### config.mk
export PLATFORM = sky130hd
export DESIGN_NAME = pipeline_stall_ctrl
export DESIGN_NICKNAME = d
export VERILOG_FILES = /design/src/rtl/pipeline_stall_ctrl.sv
export SDC_FILE = /design/constraint.sdc
export NUM_CORES = 1
export LEC_CHECK = 0
export CAP_MARGIN = 10
export CORE_ASPECT_RATIO = 0.7
export CORE_MARGIN = 5
export CORE_UTILIZATION = 25
export CTS_BUF_LIST = sky130_fd_sc_hd__clkbuf_4
export DETAILED_ROUTE_END_ITERATION = 10
export PLACE_DENSITY = 0.52
export SLEW_MARGIN = 25
export SYNTH_ARGS = -nofsm -noshare
export SYNTH_HDL_FRONTEND = slang
export SYNTH_SLANG_ARGS = --single-unit
### constraint.sdc
create_clock -name clk -period 4 [get_ports clk]
set_clock_uncertainty 0.2 [all_clocks]
set_input_delay 1.2 -clock clk [delete_from_list [all_inputs] [get_ports clk]]
set_output_delay 1.2 -clock clk [all_outputs]
set_load 0.02 [all_outputs]
### src/rtl/pipeline_stall_ctrl.sv
// Hazard and stall controller for a five-stage pipeline: derives stage enables, bubbles
// and flushes from memory handshakes, load-use hazards and taken branches.
module pipeline_stall_ctrl #(
  parameter int unsigned CNT_W = 16
) (
  input  logic             clk,
  input  logic             reset_n,
  input  logic [2:0]       id_src_A,
  input  logic [2:0]       id_src_B,
  input  logic             id_uses_A,
  input  logic             id_uses_B,
  input  logic             ex_is_load,
  input  logic [2:0]       ex_dest,
  input  logic             imem_read,
  input  logic             imem_resp,
  input  logic             dmem_req,
  input  logic             dmem_resp,
  input  logic             mem_indirect,
  input  logic             br_taken,
  output logic             load_pc,
  output logic             load_if_id,
  output logic             load_id_ex,
  output logic             load_ex_mem,
  output logic             load_mem_wb,
  output logic             bubble_id_ex,
  output logic             flush_if_id,
  output logic             flush_id_ex,
  output logic             flush_ex_mem,
  output logic             indirect_phase,
  output logic [CNT_W-1:0] stall_cnt,
  output logic [CNT_W-1:0] bubble_cnt
);

  typedef enum logic [0:0] {StRun, StInd2} state_e;

  state_e     r_state;
  state_e     w_state_nxt;
  logic       w_fetch_wait;
  logic       w_data_wait;
  logic       w_ptr_done;
  logic       w_mem_stall;
  logic       w_load_use;
  logic [CNT_W-1:0] r_stall_cnt;
  logic [CNT_W-1:0] r_bubble_cnt;

  assign w_fetch_wait = imem_read & ~imem_resp;
  assign w_data_wait  = dmem_req & ~dmem_resp;
  // Pointer half of LDI/STI completed: hold MEM so the data access can follow.
  assign w_ptr_done   = (r_state == StRun) & mem_indirect & dmem_resp;
  assign w_mem_stall  = w_fetch_wait | w_data_wait | w_ptr_done;

  assign w_load_use = ex_is_load & ((id_uses_A & (id_src_A == ex_dest)) |
                                    (id_uses_B & (id_src_B == ex_dest)));

  always_comb begin
    w_state_nxt = r_state;
    unique case (r_state)
      StRun:   if (mem_indirect & dmem_resp) w_state_nxt = StInd2;
      StInd2:  if (dmem_resp & ~w_fetch_wait) w_state_nxt = StRun;
      default: w_state_nxt = StRun;
    endcase
  end

  always_comb begin
    load_pc      = 1'b1;
    load_if_id   = 1'b1;
    load_id_ex   = 1'b1;
    load_ex_mem  = 1'b1;
    load_mem_wb  = 1'b1;
    bubble_id_ex = 1'b0;
    flush_if_id  = 1'b0;
    flush_id_ex  = 1'b0;
    flush_ex_mem = 1'b0;
    if (w_mem_stall) begin
      load_pc     = 1'b0;
      load_if_id  = 1'b0;
      load_id_ex  = 1'b0;
      load_ex_mem = 1'b0;
      load_mem_wb = 1'b0;
    end else if (br_taken) begin
      flush_if_id  = 1'b1;
      flush_id_ex  = 1'b1;
      flush_ex_mem = 1'b1;
    end else if (w_load_use) begin
      load_pc      = 1'b0;
      load_if_id   = 1'b0;
      bubble_id_ex = 1'b1;
    end
  end

  assign indirect_phase = (r_state == StInd2);

  always_ff @(posedge clk or negedge reset_n) begin
    if (!reset_n) begin
      r_state      <= StRun;
      r_stall_cnt  <= '0;
      r_bubble_cnt <= '0;
    end else begin
      r_state <= w_state_nxt;
      if (w_mem_stall && (r_stall_cnt != '1)) r_stall_cnt <= r_stall_cnt + CNT_W'(1);
      if (bubble_id_ex && (r_bubble_cnt != '1)) r_bubble_cnt <= r_bubble_cnt + CNT_W'(1);
    end
  end

  assign stall_cnt  = r_stall_cnt;
  assign bubble_cnt = r_bubble_cnt;

endmodule

; ---- Word-level counts from Yosys, hierarchy flattened
; Index checks and enable logic that the tools add are counted.
[totals]
word_cells = 39
out_inout_bits = 42
ff_bits = 33
[op_classes]
eq_ne = 4
n_bitwise = 16
add_sub_neg = 2
reduce_logical = 2
n_mux = 12
[op_table]
columns = cell, n
row1 = "adder 16 x 1 -> 16 bit, second input constant", 2
row2 = "!= test 16 bit, second input constant", 2
row3 = 2-to-1 mux 1 bit, 11
row4 = AND 1 bit, 9
row5 = == test 3 bit, 2
row6 = inverter 1 bit, 4
row7 = OR 1 bit, 3
row8 = logical AND 1 bit, 2
row9 = one-hot mux 1 bit (2 select lines), 1

; ---- Depth between registers and ports, before layout
; Gate-level depths: netlist of the first run.
[logic_depth]
depth_word = 8
ltp_mapped = 6
mapped_depth_nobuf = 6

; ---- Worst setup path after synthesis of the first run
; No wires, ideal clock.
[synth_path]
kind = input to output
startpoint = input port dmem_resp
endpoint = output port load_pc
required_ps = 2600
path_buffers = 3
setup_slack_ps = -80
path_stages = 6
t_arrival_ps = 2680
path_cell_list = and3b_1 nor3_2 buf_4 buf_2 nor2b_1 buf_4
[synth_via]
elab_chain_len = 5
elab_cells_between_ends = 6
[synth_rtl]
columns = item, line_no
row1 = start: declaration, 17  ; input logic dmem_resp,
row2 = inverter 1 bit, 47  ; assign w_data_wait = dmem_req & ~dmem_resp;
row3 = AND 1 bit, 47
row4 = OR 1 bit, 50  ; assign w_mem_stall = w_fetch_wait | w_data_wait | w_ptr_done;
row5 = OR 1 bit *, 50
row6 = 2-to-1 mux 1 bit *, --
row7 = end: declaration, 20  ; output logic load_pc,
; Mark *: on every way between the ends. The rest lies on a longest branch, timed or not.

; ---- Worst setup path after layout of the first run
[layout_path]
startpoint = input port dmem_resp
endpoint = output port load_ex_mem
[layout_via]
elab_chain_len = 5
elab_cells_between_ends = 6
[layout_rtl]
columns = item, line_no
row1 = inverter 1 bit, 47
row2 = AND 1 bit, 47
row3 = OR 1 bit, 50
row4 = OR 1 bit *, 50
row5 = 2-to-1 mux 1 bit *, 74  ; if (w_mem_stall) begin
row6 = end: declaration, 23  ; output logic load_ex_mem,
; Marks and branches as above.

==> flow_summary_export.csv, run 1 <==
group,metric,value,unit
cells_and_area,area_growth,42.8,%
critical_path,worst_setup_path_end_kind,"output port",
timing,rsz0062_at_grt,"false",
logic_synthesis,yosys.area_share.adder,1.41,%
place,port_buffers,61,
clocking,root_buffer,"clkbuf_4",
timing,worst_pin_slew,461,ps
power,clkPwrFrac,21.1,%
cells_and_area,final_cells,330,
critical_path,critPathKind,"in2out",
logic_synthesis,yosysWarnings,0,
logic_synthesis,synth_compound_area_share,3.72,%
clocking,clock-sinks,33,
logic_synthesis,async_flop_share,100,%
timing,fin_crit_sh,97.2,%
power,power,0.961,mW
power,power_frac_seq,45.6,%
place,gp_congestion,0.699,
clocking,clk_latency,330,ps
power,ir_drop,0.192,mV
floorplan,initial_utilization,26.0,%
critical_path,path_max_fanout,6,
clocking,clk_path_buf_depth,2,
critical_path,cp-start-kind,"input pin",
global_route,grt_first_pass_wirelength,7620,um
place,post-place-cells,322,
clocking,clk_pin_slew,110,ps
logic_synthesis,synth_edf_count,0,
logic_synthesis,synth_fp_nets,188,
clocking,cts_tree,"built",
cells_and_area,fill_cells,713,
timing,final-max-slew-violation-count,0,
timing,hold_viol,0,
floorplan,placementRows,25,
cells_and_area,drive_gt1_share,15.3,%
logic_synthesis,synth_area_per_cell,10.7,um2
logic_synthesis,synth_area,1780,um2
floorplan,io_pins,62,
logic_synthesis,yosys.area.top_type_share,46.4,%
floorplan,die_y,80.6,um
routing,first_pass_iters,4,
clocking,htree_num_levels,2,
critical_path,arrival,2490,ps
cells_and_area,regArea,826,um2
logic_synthesis,synth_seq_cells,33,
logic_synthesis,synth_area_leader_cell,"dfrtp_1",
logic_synthesis,synth-xor-area-share,15.7,%
cells_and_area,multi_input_area,898,um2
power,p_per_area,378,nW/um2
routing,vias,1471,
outcome,status,"finished, final reports clean",
routing,drt_iter0_drc,44,
global_route,antenna_found_initial,0,
timing,slew_headroom,69.2,%
logic_synthesis,synth_top_family_by_area,"simple AND/OR/NAND/NOR gates",
logic_synthesis,synthTopCellsByArea,"dfrtp_1 (46%), xnor2_1 (15%), nand4_1 (7.0%)",
logic_synthesis,synthMuxAreaShare,2.74,%
cells_and_area,nets,257,
power,power.switching,0.327,mW
timing,fin_ws,110,ps
logic_synthesis,synthSimpleGateAreaFrac,26.7,%
logic_synthesis,yosys-top-cells-count,"dfrtp_1 (33), xnor2_1 (30), nand4_1 (20)",
global_route,track_usage,10.7,%
timing,setup-violations-final,0,
power,leakage,1.07,nW
logic_synthesis,synth_ff_type,"dfrtp_1",
power,p_comb_share,33.4,%
critical_path,crit_required,2600,ps
logic_synthesis,postSynthCellCount,166,
clocking,cts_buffers,5,
routing,ant_nets,0,
cells_and_area,antenna_cells,0,
global_route,globalRoute.totalOverflow,0,
power,swShare,34.0,%
routing,viasPerCell,4.46,
routing,totalWireLength,4610,um
routing,detail_route.wl_per_cell,14.0,um
routing,drc,0,
place,hpwl,3560,um
power,p_int,0.635,mW
logic_synthesis,synth_most_common_cell,"dfrtp_1",
run,max_cap_violations,0,
place,dp_slack,-346,ps
clocking,post-cts-setup-buffers,0,
min_path,min-delay-path-class,"reg2reg",
logic_synthesis,ys_types,31,
timing,layout_min_cycle_time,3890,ps
global_route,grt_max_degree,34,
global_route,grt_pass1_vias,1458,
logic_synthesis,ys_seq_area_share,46.4,%
floorplan,die_x,111,um
timing,max_freq,0.257,GHz
floorplan,core_area,6850,um2
floorplan,die-area,8940,um2
-- timing repair --
item                                    4_1_cts  5_1_grt
gates resized for setup                      22        9
hold buffers                                  0        0
endpoints found under the setup margin        9        7
pin swaps                                     0        1
-- layout by cell type (no fill, tap or decap), types with 2 or more instances in the layout --
cell type,n
nand2b_1,3
nor2b_1,3
buf_4,9
a21oi_2,2
clkdlybuf4s50_1,52
and4_1,3
nor2_1,3
nor3_2,2
nand3_1,11
a31oi_1,3
and2_1,7
clkbuf_4,8
dfrtp_1,33
ha_1,2
and3_1,12
buf_2,6
nand2_1,6
and4_4,2
xnor2_1,30
mux2_2,2
xor2_1,2
clkbuf_2,2
nand4_1,20
-- power by group through the flow --
stage	Sequential [mW]	Clock, mW	Combinational (mW)
floorplan	0.492	0	0.115
global placement	0.447	0	0.332
detailed placement	0.446	0	0.333
CTS	0.440	0.215	0.331
global route	0.450	0.231	0.347
finish	0.438	0.202	0.321
-- worst max-delay path: stages --
cell             delay, ps
clkdlybuf4s50_1        420
and3b_1                210
nor3_2                 160
buf_4                  160
dlygate4sd2_1          340
-- stage by stage --
stage               setup TNS [ps]  utilization [%]  cell area, um2  hold slack, ps
finish                           0             37.1            2540             292
global route                     0             37.1            2540             328
CTS                              0             37.7            2580             302
detailed placement           -2740             36.8            2520             285
global placement             -2670             36.8            2520             284
floorplan                        0                -            1780             393
-- layout make-up --
cell class                 instances  share of cell area (%)
inverter                           1                   0.148
sequential                        33                    32.5
timing repair buffer              70                    25.0
tap                               94                    4.63
multi-input combinational        124                    35.3
clock buffer                       8                    2.36
-- cells by family after synthesis --
family	count (synthesis)
flip-flops	33
XOR/XNOR	32
adder cells (fa/ha/maj)	2
AND/OR/NAND/NOR	77
multiplexers	4
buffers and inverters	9
AO/OA/AOI/OAI	9
-- sequential cells by signal, summed over array words and instances, names as in the netlist --
| signal | count |
|---|---|
| bubble_cnt | 16 |
| indirect_phase | 1 |
| stall_cnt | 16 |
-- path summary, 6_finish.rpt --
check,startpoint,cells after the start,slack [ps],to
worst max-delay path,dmem_resp,5,110,load_ex_mem
worst min-delay path,stall_cnt[11],1,290,stall_cnt[11]
worst max register to register,bubble_cnt[0],6,1810,bubble_cnt[1]
worst min register to register,stall_cnt[11],1,290,stall_cnt[11]
max in group asynchronous,reset_n,2,2210,stall_cnt[4]
min in group asynchronous,reset_n,2,1070,bubble_cnt[12]
-- routing by layer --
metal	up-vias	track usage (%)	part of all wire, %
met5	-	0	0
met4	0	2.95	0.63
met3	4	3.31	4.5
met2	25	16.2	44
met1	707	14.9	51
li1	735	-	-
Power figures use the tool's default switching activity.
==> inputs of run 2 (changes only) <==
--- a/config.mk
+++ b/config.mk
@@ -11,7 +11,6 @@
 export CORE_UTILIZATION = 25
 export CTS_BUF_LIST = sky130_fd_sc_hd__clkbuf_4
 export DETAILED_ROUTE_END_ITERATION = 10
-export PLACE_DENSITY = 0.52
 export SLEW_MARGIN = 25
 export SYNTH_ARGS = -nofsm -noshare
 export SYNTH_HDL_FRONTEND = slang
==> flow_summary_export.csv, run 2 (same netlist as run 1, synthesis figures left out) <==
group,metric,value,unit
clocking,htree_num_levels,2,
critical_path,rrSetupSlack,1820,ps
floorplan,initial_utilization,26.0,%
clocking,clock-sinks,33,
timing,hold_viol,0,
timing,worst_pin_slew,462,ps
run,max_cap_violations,0,
outcome,status,"finished, final reports clean",
routing,ant_nets,0,
critical_path,critPathKind,"in2out",
cells_and_area,post-route-util,37.0,%
cells_and_area,antenna_cells,0,
clocking,root_buffer,"clkbuf_4",
clocking,clk_pin_slew,110,ps
routing,viasPerCell,4.39,
clocking,clk_latency,330,ps
global_route,grt_first_pass_wirelength,7330,um
critical_path,cp-start-kind,"input pin",
global_route,grt_max_degree,34,
critical_path,worst_path_max_delay_cell,"clkdlybuf4s50_1",
min_path,min-delay-path-class,"reg2reg",
global_route,grt_use_met1,13.8,%
place,port_buffers,61,
cells_and_area,final_common_cell,"clkdlybuf4s50_1",
place,hpwl,3460,um
power,p_per_area,368,nW/um2
timing,layout_min_cycle_time,3880,ps
global_route,grt_pass1_vias,1426,
routing,first_pass_iters,4,
cells_and_area,nets,256,
power,leakage,1.07,nW
min_path,hold_depth,1,
cells_and_area,drive_gt1_share,13.2,%
timing,setup-violations-final,0,
timing,final-max-slew-violation-count,0,
floorplan,core_area,6850,um2
floorplan,die_y,80.6,um
cells_and_area,area_growth,42.4,%
floorplan,die-area,8940,um2
clocking,clk_path_buf_depth,2,
min_path,hold_end,"stall_cnt[11]",
min_path,worstHoldStart,"stall_cnt[11]",
timing,rsz0062_at_grt,"false",
routing,totalWireLength,4390,um
timing,slew_headroom,69.2,%
routing,detail_route.wl_per_cell,13.3,um
floorplan,die_x,111,um
critical_path,rr_endpoint,"stall_cnt[1]",
critical_path,arrival,2480,ps
global_route,globalRoute.totalOverflow,0,
cells_and_area,final_cell_mix,"clkdlybuf4s50_1 (51), dfrtp_1 (33), xnor2_1 (30)",
clocking,cts_tree,"built",
routing,drc,0,
floorplan,io_pins,62,
place,post-place-cells,321,
routing,drt_iter0_drc,53,
global_route,grt.met3_usage,2.79,%
critical_path,r2r-start,"stall_cnt[0]",
floorplan,placementRows,25,
routing,vias,1443,
global_route,track_usage,10.4,%
power,power,0.933,mW
global_route,top_usage_layer,"met2",
global_route,grt.met2_usage,15.9,%
critical_path,reg2reg_depth,5,
global_route,antenna_found_initial,0,
power,ir_drop,0.132,mV
timing,max_freq,0.258,GHz
critical_path,path_max_fanout,7,
place,gp_congestion,0.710,
critical_path,crit_chain,"clkdlybuf4s50_1 -> and3b_1 -> nor3_2 -> buf_4 -> dlygate4sd2_1",
clocking,cts_buffers,5,
critical_path,cp_slowest_stage_delay,410,ps
critical_path,worst_setup_path_end_kind,"output port",
timing,fin_crit_sh,97.0,%
cells_and_area,final_cells,329,
critical_path,crit_required,2600,ps
-- run 2: cell count changes in the layout (fill, tap and decap cells not counted), sizes merged --
| cell | before | now |
|---|---|---|
| clkbuf | 10 | 5 |
| clkinv | 0 | 3 |
| dlygate4sd2 | 1 | 3 |
| buf | 15 | 14 |
| clkdlybuf4s50 | 52 | 51 |
| dlymetal6s2s | 0 | 1 |
-- run 2: final cells by class --
type                    count  area (um2)
clock buffers               5        37.5
inverters                   1        3.75
clock inverters             3        12.5
well taps                  94         118
multi-input cells         124         898
repair buffers             69         639
fillers                   681        4320
flip-flops and latches     33         826
-- run 2: repair_timing --
| action | CTS | global route |
|---|---|---|
| buffers inserted | 0 | 0 |
| resized for setup | 22 | 6 |
| hold buffers | 0 | 0 |
| setup endpoints to repair | 9 | 5 |
| pin swaps | 0 | 3 |
-- run 2: per-stage QoR --
| stage | setup WS (ps) | hold WS, ps | TNS (ps) | cell area, um2 |
|---|---|---|---|---|
| 2_1_floorplan | 42.4 | 393 | 0 | 1780 |
| 3_3_place_gp | -327 | 284 | -2460 | 2520 |
| 3_5_place_dp | -358 | 284 | -2550 | 2520 |
| 4_1_cts | 6.83 | 302 | 0 | 2560 |
| 5_1_grt | 32.6 | 329 | 0 | 2530 |
| 6_report | 119 | 294 | 0 | 2530 |
-- run 2: critical path: cells and delay by family --
kind / cells / cell delay (ps)
buffers and inverters: 3 / 910
AND/OR/NAND/NOR: 2 / 370
-- run 2: worst max path at each step --
stage / end / cells after the start / slack [ps] / startpoint
floorplan: load_pc / 6 / 40 / dmem_resp
global placement: flush_ex_mem / 6 / -330 / dmem_resp
detailed placement: flush_if_id / 6 / -360 / dmem_resp
CTS: bubble_id_ex / 6 / 7 / ex_dest[1]
global route: flush_if_id / 6 / 30 / dmem_resp
finish: load_ex_mem / 5 / 120 / dmem_resp
-- run 2: per-layer routing --
metal | vias to the layer above | wire length, um
met2 | 23 | 1930
met4 | 0 | 98
met1 | 674 | 2200
li1 | 737 | -
met3 | 9 | 157
met5 | - | 0
-- run 2: where the power goes --
part | switching (mW) | internal [mW]
Clock | 0.113 | 0.0636
Sequential | 0.0568 | 0.380
Combinational | 0.156 | 0.163
Total | 0.326 | 0.607
